## config.mk

```make
export PLATFORM = sky130hd
export DESIGN_NAME = ast_gather_fifo_flat
export DESIGN_NICKNAME = d
export VERILOG_FILES = /design/src/rtl/ast_pkg.sv /design/src/rtl/ast_gather_fifo_if.sv /design/src/rtl/ast_gather_fifo.sv /design/src/flat_wrapper.sv
export SDC_FILE = /design/constraint.sdc
export NUM_CORES = 1
export LEC_CHECK = 0
export BUFFER_PORTS_ARGS = -buffer_cell sky130_fd_sc_hd__buf_4
export CORE_MARGIN = 4
export CORE_UTILIZATION = 27
export CTS_CLUSTER_SIZE = 30
export DETAILED_ROUTE_END_ITERATION = 8
export GPL_TIMING_DRIVEN = 0
export PLACE_DENSITY = 0.53
export SLEW_MARGIN = 20
export SYNTH_ARGS = -nofsm -noshare
export SYNTH_HDL_FRONTEND = slang
export SYNTH_SLANG_ARGS = --single-unit
```

## constraint.sdc

```tcl
create_clock -name clk -period 3.76 [get_ports clk]
set_input_delay 0.564 -clock clk [delete_from_list [all_inputs] [get_ports clk]]
set_output_delay 0.564 -clock clk [all_outputs]
set_load 0.02 [all_outputs]
```

## src/rtl/ast_pkg.sv

```systemverilog
// Shared types and width helpers for the ast gather/scatter buffers.
package ast_pkg;

    typedef enum logic {GATHER_FILL, GATHER_HOLD} gather_state_t;

    // Bits needed to hold a count in 0..depth.
    function automatic int cw_of(input int depth);
        return $clog2(depth + 1);
    endfunction

endpackage

```

## src/rtl/ast_gather_fifo_if.sv

```systemverilog
// Serial word input and parallel array output bundle of the gather buffer.
interface ast_gather_fifo_if #(
    parameter int DEPTH     = 8,
    parameter int DATAWIDTH = 8
);
    import ast_pkg::*;

    localparam int CW = cw_of(DEPTH);

    logic                 in_valid;
    logic                 in_ready;
    logic [DATAWIDTH-1:0] data_in;
    logic                 in_last;
    logic [DATAWIDTH-1:0] array_out [DEPTH-1:0];
    logic [CW-1:0]        count;
    logic                 array_valid;
    logic                 array_ready;
    logic                 empty;
    logic                 full;

    modport master (
        output in_valid, data_in, in_last, array_ready,
        input  in_ready, array_out, count, array_valid, empty, full
    );

    modport slave (
        input  in_valid, data_in, in_last, array_ready,
        output in_ready, array_out, count, array_valid, empty, full
    );

endinterface

```

## src/rtl/ast_gather_fifo.sv

```systemverilog
// Gathers up to DEPTH serial words into a parallel array; array_valid rises the cycle after the final accept.
// Backpressure: in_ready is low while the array is held, so the producer must hold its word until handoff.
module ast_gather_fifo
    import ast_pkg::*;
#(
    parameter int DEPTH     = 8,
    parameter int DATAWIDTH = 8
) (
    input  logic              clk,
    input  logic              rst_n,
    input  logic              clr,
    ast_gather_fifo_if.slave  bus
);

    localparam int CW = cw_of(DEPTH);
    localparam int PW = $clog2(DEPTH);

    gather_state_t        state_q;
    gather_state_t        state_d;
    logic [PW-1:0]        wr_ptr_q;
    logic [DATAWIDTH-1:0] mem_q [DEPTH-1:0];
    logic [CW-1:0]        count_q;

    logic in_ready_c;
    logic accept;
    logic last_accept;
    logic handoff;

    // clr and reset both block input so a word offered that cycle stays with the producer.
    assign in_ready_c  = rst_n && !clr && (state_q == GATHER_FILL);
    assign accept      = bus.in_valid && in_ready_c;
    assign last_accept = accept && (bus.in_last || (wr_ptr_q == PW'(DEPTH - 1)));
    assign handoff     = (state_q == GATHER_HOLD) && bus.array_ready && !clr;

    always_comb begin
        state_d = state_q;
        if (clr || handoff) begin
            state_d = GATHER_FILL;
        end else if (last_accept) begin
            state_d = GATHER_HOLD;
        end
    end

    always_ff @(posedge clk or negedge rst_n) begin
        if (!rst_n) begin
            state_q  <= GATHER_FILL;
            wr_ptr_q <= '0;
            count_q  <= '0;
            for (int i = 0; i < DEPTH; i++) begin
                mem_q[i] <= '0;
            end
        end else begin
            state_q <= state_d;
            if (clr || handoff) begin
                wr_ptr_q <= '0;
                count_q  <= '0;
                for (int i = 0; i < DEPTH; i++) begin
                    mem_q[i] <= '0;
                end
            end else if (accept) begin
                mem_q[wr_ptr_q] <= bus.data_in;
                // The pointer parks on the final slot rather than wrapping; handoff resets it.
                if (last_accept) begin
                    count_q <= CW'(wr_ptr_q) + CW'(1);
                end else begin
                    wr_ptr_q <= wr_ptr_q + PW'(1);
                end
            end
        end
    end

    assign bus.in_ready    = in_ready_c;
    assign bus.array_out   = mem_q;
    assign bus.count       = count_q;
    assign bus.array_valid = (state_q == GATHER_HOLD);
    assign bus.full        = (state_q == GATHER_HOLD);
    assign bus.empty       = (state_q == GATHER_FILL) && (wr_ptr_q == '0);

endmodule

```

## src/flat_wrapper.sv

```systemverilog
// flat-port wrapper written by rule: the top's interface ports become plain ports
module ast_gather_fifo_flat import ast_pkg::*;
#(
    parameter int DEPTH     = 8,
    parameter int DATAWIDTH = 8
)
  (clk, rst_n, clr, bus_in_valid, bus_data_in, bus_in_last, bus_array_ready, bus_in_ready, bus_array_out, bus_count, bus_array_valid, bus_empty, bus_full);
  ast_gather_fifo_if #(.DEPTH(DEPTH), .DATAWIDTH(DATAWIDTH)) bus_i ();
  input  logic clk;
  input  logic rst_n;
  input  logic clr;
  input wire logic [$bits(bus_i.in_valid)-1:0] bus_in_valid;
  input wire logic [$bits(bus_i.data_in)-1:0] bus_data_in;
  input wire logic [$bits(bus_i.in_last)-1:0] bus_in_last;
  input wire logic [$bits(bus_i.array_ready)-1:0] bus_array_ready;
  output wire logic [$bits(bus_i.in_ready)-1:0] bus_in_ready;
  output wire logic [$bits(bus_i.array_out)-1:0] bus_array_out;
  output wire logic [$bits(bus_i.count)-1:0] bus_count;
  output wire logic [$bits(bus_i.array_valid)-1:0] bus_array_valid;
  output wire logic [$bits(bus_i.empty)-1:0] bus_empty;
  output wire logic [$bits(bus_i.full)-1:0] bus_full;
  assign bus_i.in_valid = bus_in_valid;
  assign bus_i.data_in = bus_data_in;
  assign bus_i.in_last = bus_in_last;
  assign bus_i.array_ready = bus_array_ready;
  assign bus_in_ready = bus_i.in_ready;
  assign bus_array_out = {>>{bus_i.array_out}};
  assign bus_count = bus_i.count;
  assign bus_array_valid = bus_i.array_valid;
  assign bus_empty = bus_i.empty;
  assign bus_full = bus_i.full;
  ast_gather_fifo #(.DEPTH(DEPTH), .DATAWIDTH(DATAWIDTH)) u_core (.clk(clk), .rst_n(rst_n), .clr(clr), .bus(bus_i));
endmodule
```

# Word-level counts from Yosys, hierarchy flattened
# Cells that the tools add are included.
[op_classes]
n_addsub = 2
n_lt_le_gt_ge = 2
eq_ne = 2
mux = 13
bitwise_logic = 1
n_reduce_logical = 16
[ops]
columns = ["cell", "n"]
rows = [
  ["$mux 64", 2],
  ["$bwmux 64", 1],
  ["$demux 8 s3", 1],
  ["$mux 4", 3],
  ["$mux 3", 3],
  ["$logic_and 1x1->1", 8],
  ["$mux 8", 1],
  ["$add 3x1->4 const B", 1],
  ["$lt 3x4->1 const B", 1],
  ["$reduce_and 2->1", 2],
  ["$reduce_bool 2->1", 2],
  ["$add 3x1->3 const B", 1],
  ["$eq 3x3->1 const B", 1],
  ["$ge 3x1->1 const B", 1],
  ["$logic_not 3->1", 1],
  ["$logic_or 1x1->1", 2],
  ["$mux 1", 2],
  ["$ne 2x2->1 const B", 1],
  ["$logic_not 1->1", 1],
  ["$not 1->1", 1],
]
[word_totals]
regBits = 72
in_bits = 14
out_inout_bits = 72
elab_cells = 47

# Longest topological paths before layout
[depth]
word_depth = 8
ltp_mapped = 5
depth_no_buf = 5

# Worst setup path before layout
# Ideal clock, no wire load.
[synth_timing]
path_kind = "register -> output"
start = "register u_core.state_q (netlist: u_core.bus.array_valid)"
end = "output bus_in_ready"
t_arrival_ns = 1.198
slack_ns = 1.998
path_stages_with_launch = 3
n_path_buf = 1
path_cell_list = "dfrtp_1 -> buf_2 -> nor3b_1"
[synth_between]
elab_chain_cells = 2
[synth_rtl]
columns = ["element", "line", "source"]
rows = [
  ["from (decl)", "ast_gather_fifo.sv:18", "gather_state_t state_q;"],
  ["from (signal assigned)", "ast_gather_fifo.sv:53", "state_q <= state_d;"],
  ["$not 1->1", "ast_gather_fifo.sv:30", "assign in_ready_c = rst_n && !clr && (state_q == GATHER_FILL);"],
  ["$logic_and 1x1->1", "ast_gather_fifo.sv:30", ""],
  ["to (decl)", "flat_wrapper.sv:16", "output wire logic [$bits(bus_i.in_ready)-1:0] bus_in_ready;"],
]
# Every way passes these cells.

# Worst setup path after layout
[layout_timing]
start = "input rst_n"
end = "output bus_in_ready"
[layout_between]
elab_chain_cells = 2
[layout_rtl]
columns = ["element", "line", "source"]
rows = [
  ["from (decl)", "flat_wrapper.sv:10", "input logic rst_n;"],
  ["$logic_and 1x1->1 (2 in series)", "ast_gather_fifo.sv:30", ""],
]
# Every way passes these cells.

==> results.yml <==
critical_path:
  crit_path_end_kind: "primary output"
  cp.arrival_ns: 1.77
  cpPeakStageDelay_ns: 0.71
  critPathLaunchType: "input port"
  crit_path_max_fanout: 77
  criticalPathCategory: "in2out"
  crit_top_cell: "buf_4"
  crit_chain: "buf_4 -> nor3b_1 -> buf_4"
  critPathBufInv: 2
  crit_family: "buffers and inverters"
  startpoint: "rst_n"
  worst_path_max_delay_cell: "buf_4"
  regToRegStartpoint: "u_core.bus.array_valid$_DFFE_PN0P_"
  crit_required_ns: 3.20
synth:
  synthArstFlopShare: 1.00
  netlist_area_um2: 3170
  synth-warning-count: 0
  ys_seq_area_frac: 0.569
  ys_ff_latch: 72
  synth_cell_types: 30
  synthFlopType: "dfrtp_1"
  syn_nets: 329
  synthCells: 312
  syn_avg_cell_area_um2: 10.1
  synth_edf_count: 0
grt:
  grt_overflow_total: 0
  grt_util_all_layers: 0.145
  antenna_found_initial: 0
  grt_pass1_wl_um: 14900
  grt_start_max_net_pins: 78
  grt_pass1_vias: 2663
die:
  start_util: 0.276
  core_um2: 11500
  placementRows: 39
  fp.dieH_um: 116
  die_area_um2: 13500
  pin_count: 86
  dieWidth_um: 116
clock_network:
  numCtsBuffers: 9
  cts_tree: "yes"
  worstSkewPairLatency_ns: 0.33
  cts_max_level: 3
  cts_sinks: 72
  cts_setup_buffers: 0
  cts_resized: 0
  root_buffer: "clkbuf_16"
  cts.clk_slew.worst_paths_ns: 0.06
  clock_path_buffers: 2
  cts_hold_buffers: 0
power_and_ir_drop:
  pwr-share-clk: 0.504
  p_per_area_nw_per_um2: 425
  p_leak_uw: 0.00219
  ir_drop_mv: 0.232
  intPower_uw: 1420
  p_sw_frac: 0.227
  p_switching_uw: 415
  p_seq_frac: 0.431
  comb_power_share: 0.065
placement:
  hpwl_um: 6690
  routabilityCongestion: 0.784
  io_buffers: 85
  postPlaceCellArea_um2: 3980
routing:
  via_per_inst: 4.71
  drc_errors: 0
  wire_per_inst_um: 16.9
  vias: 2616
  routed_wl_um: 9410
  drt-initial-drc-count: 171
  postRouteAntennaNets: 0
  drt-pass1-iter-count: 4
timing:
  slew_violations: 0
  setup_viol: 0
  fin_setup_tns_ns: 0
  timing.slew.headroom: 0.355
  fmax_ghz: 0.429
  timing.final.crit_share: 0.621
  finalHoldViolCount: 0
  fin_crit_ns: 2.33
  skew_ns: 0.00812
  grt_setup_unrepaired: "no"
  worst_slew_pin_slew_ns: 0.967
cells_and_area:
  diodes: 0
  drive_gt1_frac: 0.310
  design_area_um2: 4310
  final_cell_mix: "buf_4, dfrtp_1, nand2_1"
  final_common_cell: "buf_4"
  nNetsFinal: 425
  area_growth_pct: 36.0
run_status:
  status: "complete, no violations"
worst_hold_path:
  holdCritPathClass: "in2async"
flow_run:
  maxCapViolations: 0
==> synth_stat cells, types with 4 or more instances <==
cell / n / area, um2
and3_1: 6 / 37.5
mux2i_1: 28 / 280
nand2_1: 71 / 267
o21ai_1: 14 / 70.1
nand3_1: 36 / 180
and2_1: 4 / 25.0
a31o_2: 6 / 52.6
clkbuf_1: 7 / 26.3
inv_1: 4 / 15.0
dfrtp_1: 72 / 1800
buf_2: 13 / 65.1
o21ai_0: 23 / 115
==> routing by layer <==
metal / global-route usage / vias up / part of all wire
met5: 0 / - / 0
met4: 0.0418 / 0 / 0.0086
met3: 0.0404 / 9 / 0.072
met2: 0.214 / 81 / 0.45
met1: 0.207 / 1269 / 0.47
li1: - / 1257 / -
==> cell type report <==
cell class	instances	area (um2)
plain buffers	24	121
clock buffers	11	243
clock inverters	5	80.1
fillers	1164	7160
inverters	4	15.0
multi-input cells	212	1230
flip-flops and latches	72	1800
well taps	143	179
repair buffers	85	638
==> per-stage QoR <==
stage	total power [uW]	setup slack [ns]	util	hold slack, ns	cells
after floorplan	853	2.00	-	0.268	312
after global placement	922	1.17	0.347	0.501	540
after detailed placement	924	1.14	0.347	0.513	540
after CTS	1860	1.36	0.376	0.425	556
after global routing	1900	1.15	0.376	0.456	556
final	1830	1.43	0.376	0.383	556
==> power groups by stage <==
stage	Clock (uW)	Combinational (uW)	Sequential [uW]
global placement	0	120	802
global route	977	133	789
floorplan	0	43.9	809
CTS	950	122	788
finish	923	119	788
detailed placement	0	122	802
==> cells by family (layout without fill, tap and decap cells) <==
kind of cell / after synthesis / after routing / synth area share
AND/OR/NAND/NOR: 136 / 136 / 0.207
flip-flops: 72 / 72 / 0.569
AO/OA/AOI/OAI: 45 / 45 / 0.0802
multiplexers: 28 / 28 / 0.0885
buffers and inverters: 28 / 129 / 0.0431
adder cells (fa/ha/maj): 3 / 3 / 0.0119
==> path summary, 6_finish.rpt <==
check | to | slack [ns] | cells after the start
max reg2reg | u_core.bus.array_out[28]$_DFFE_PN0P_ | 2.02 | 5
min reg2reg | u_core.bus.array_out[11]$_DFFE_PN0P_ | 0.52 | 2
min in group clk | u_core.bus.array_out[48]$_DFFE_PN0P_ | 0.51 | 3
max | bus_in_ready | 1.43 | 3
max in group asynchronous | u_core.bus.array_out[44]$_DFFE_PN0P_ | 2.74 | 1
min | u_core.bus.array_out[60]$_DFFE_PN0P_ | 0.38 | 1
==> registers in the layout, summed over array words and instances (netlist names) <==
| name | cells |
|---|---|
| u_core.bus.array_out | 64 |
| u_core.bus.array_valid | 1 |
| u_core.bus.count | 4 |
| u_core.wr_ptr_q | 3 |
Power figures use the tool's default switching activity.
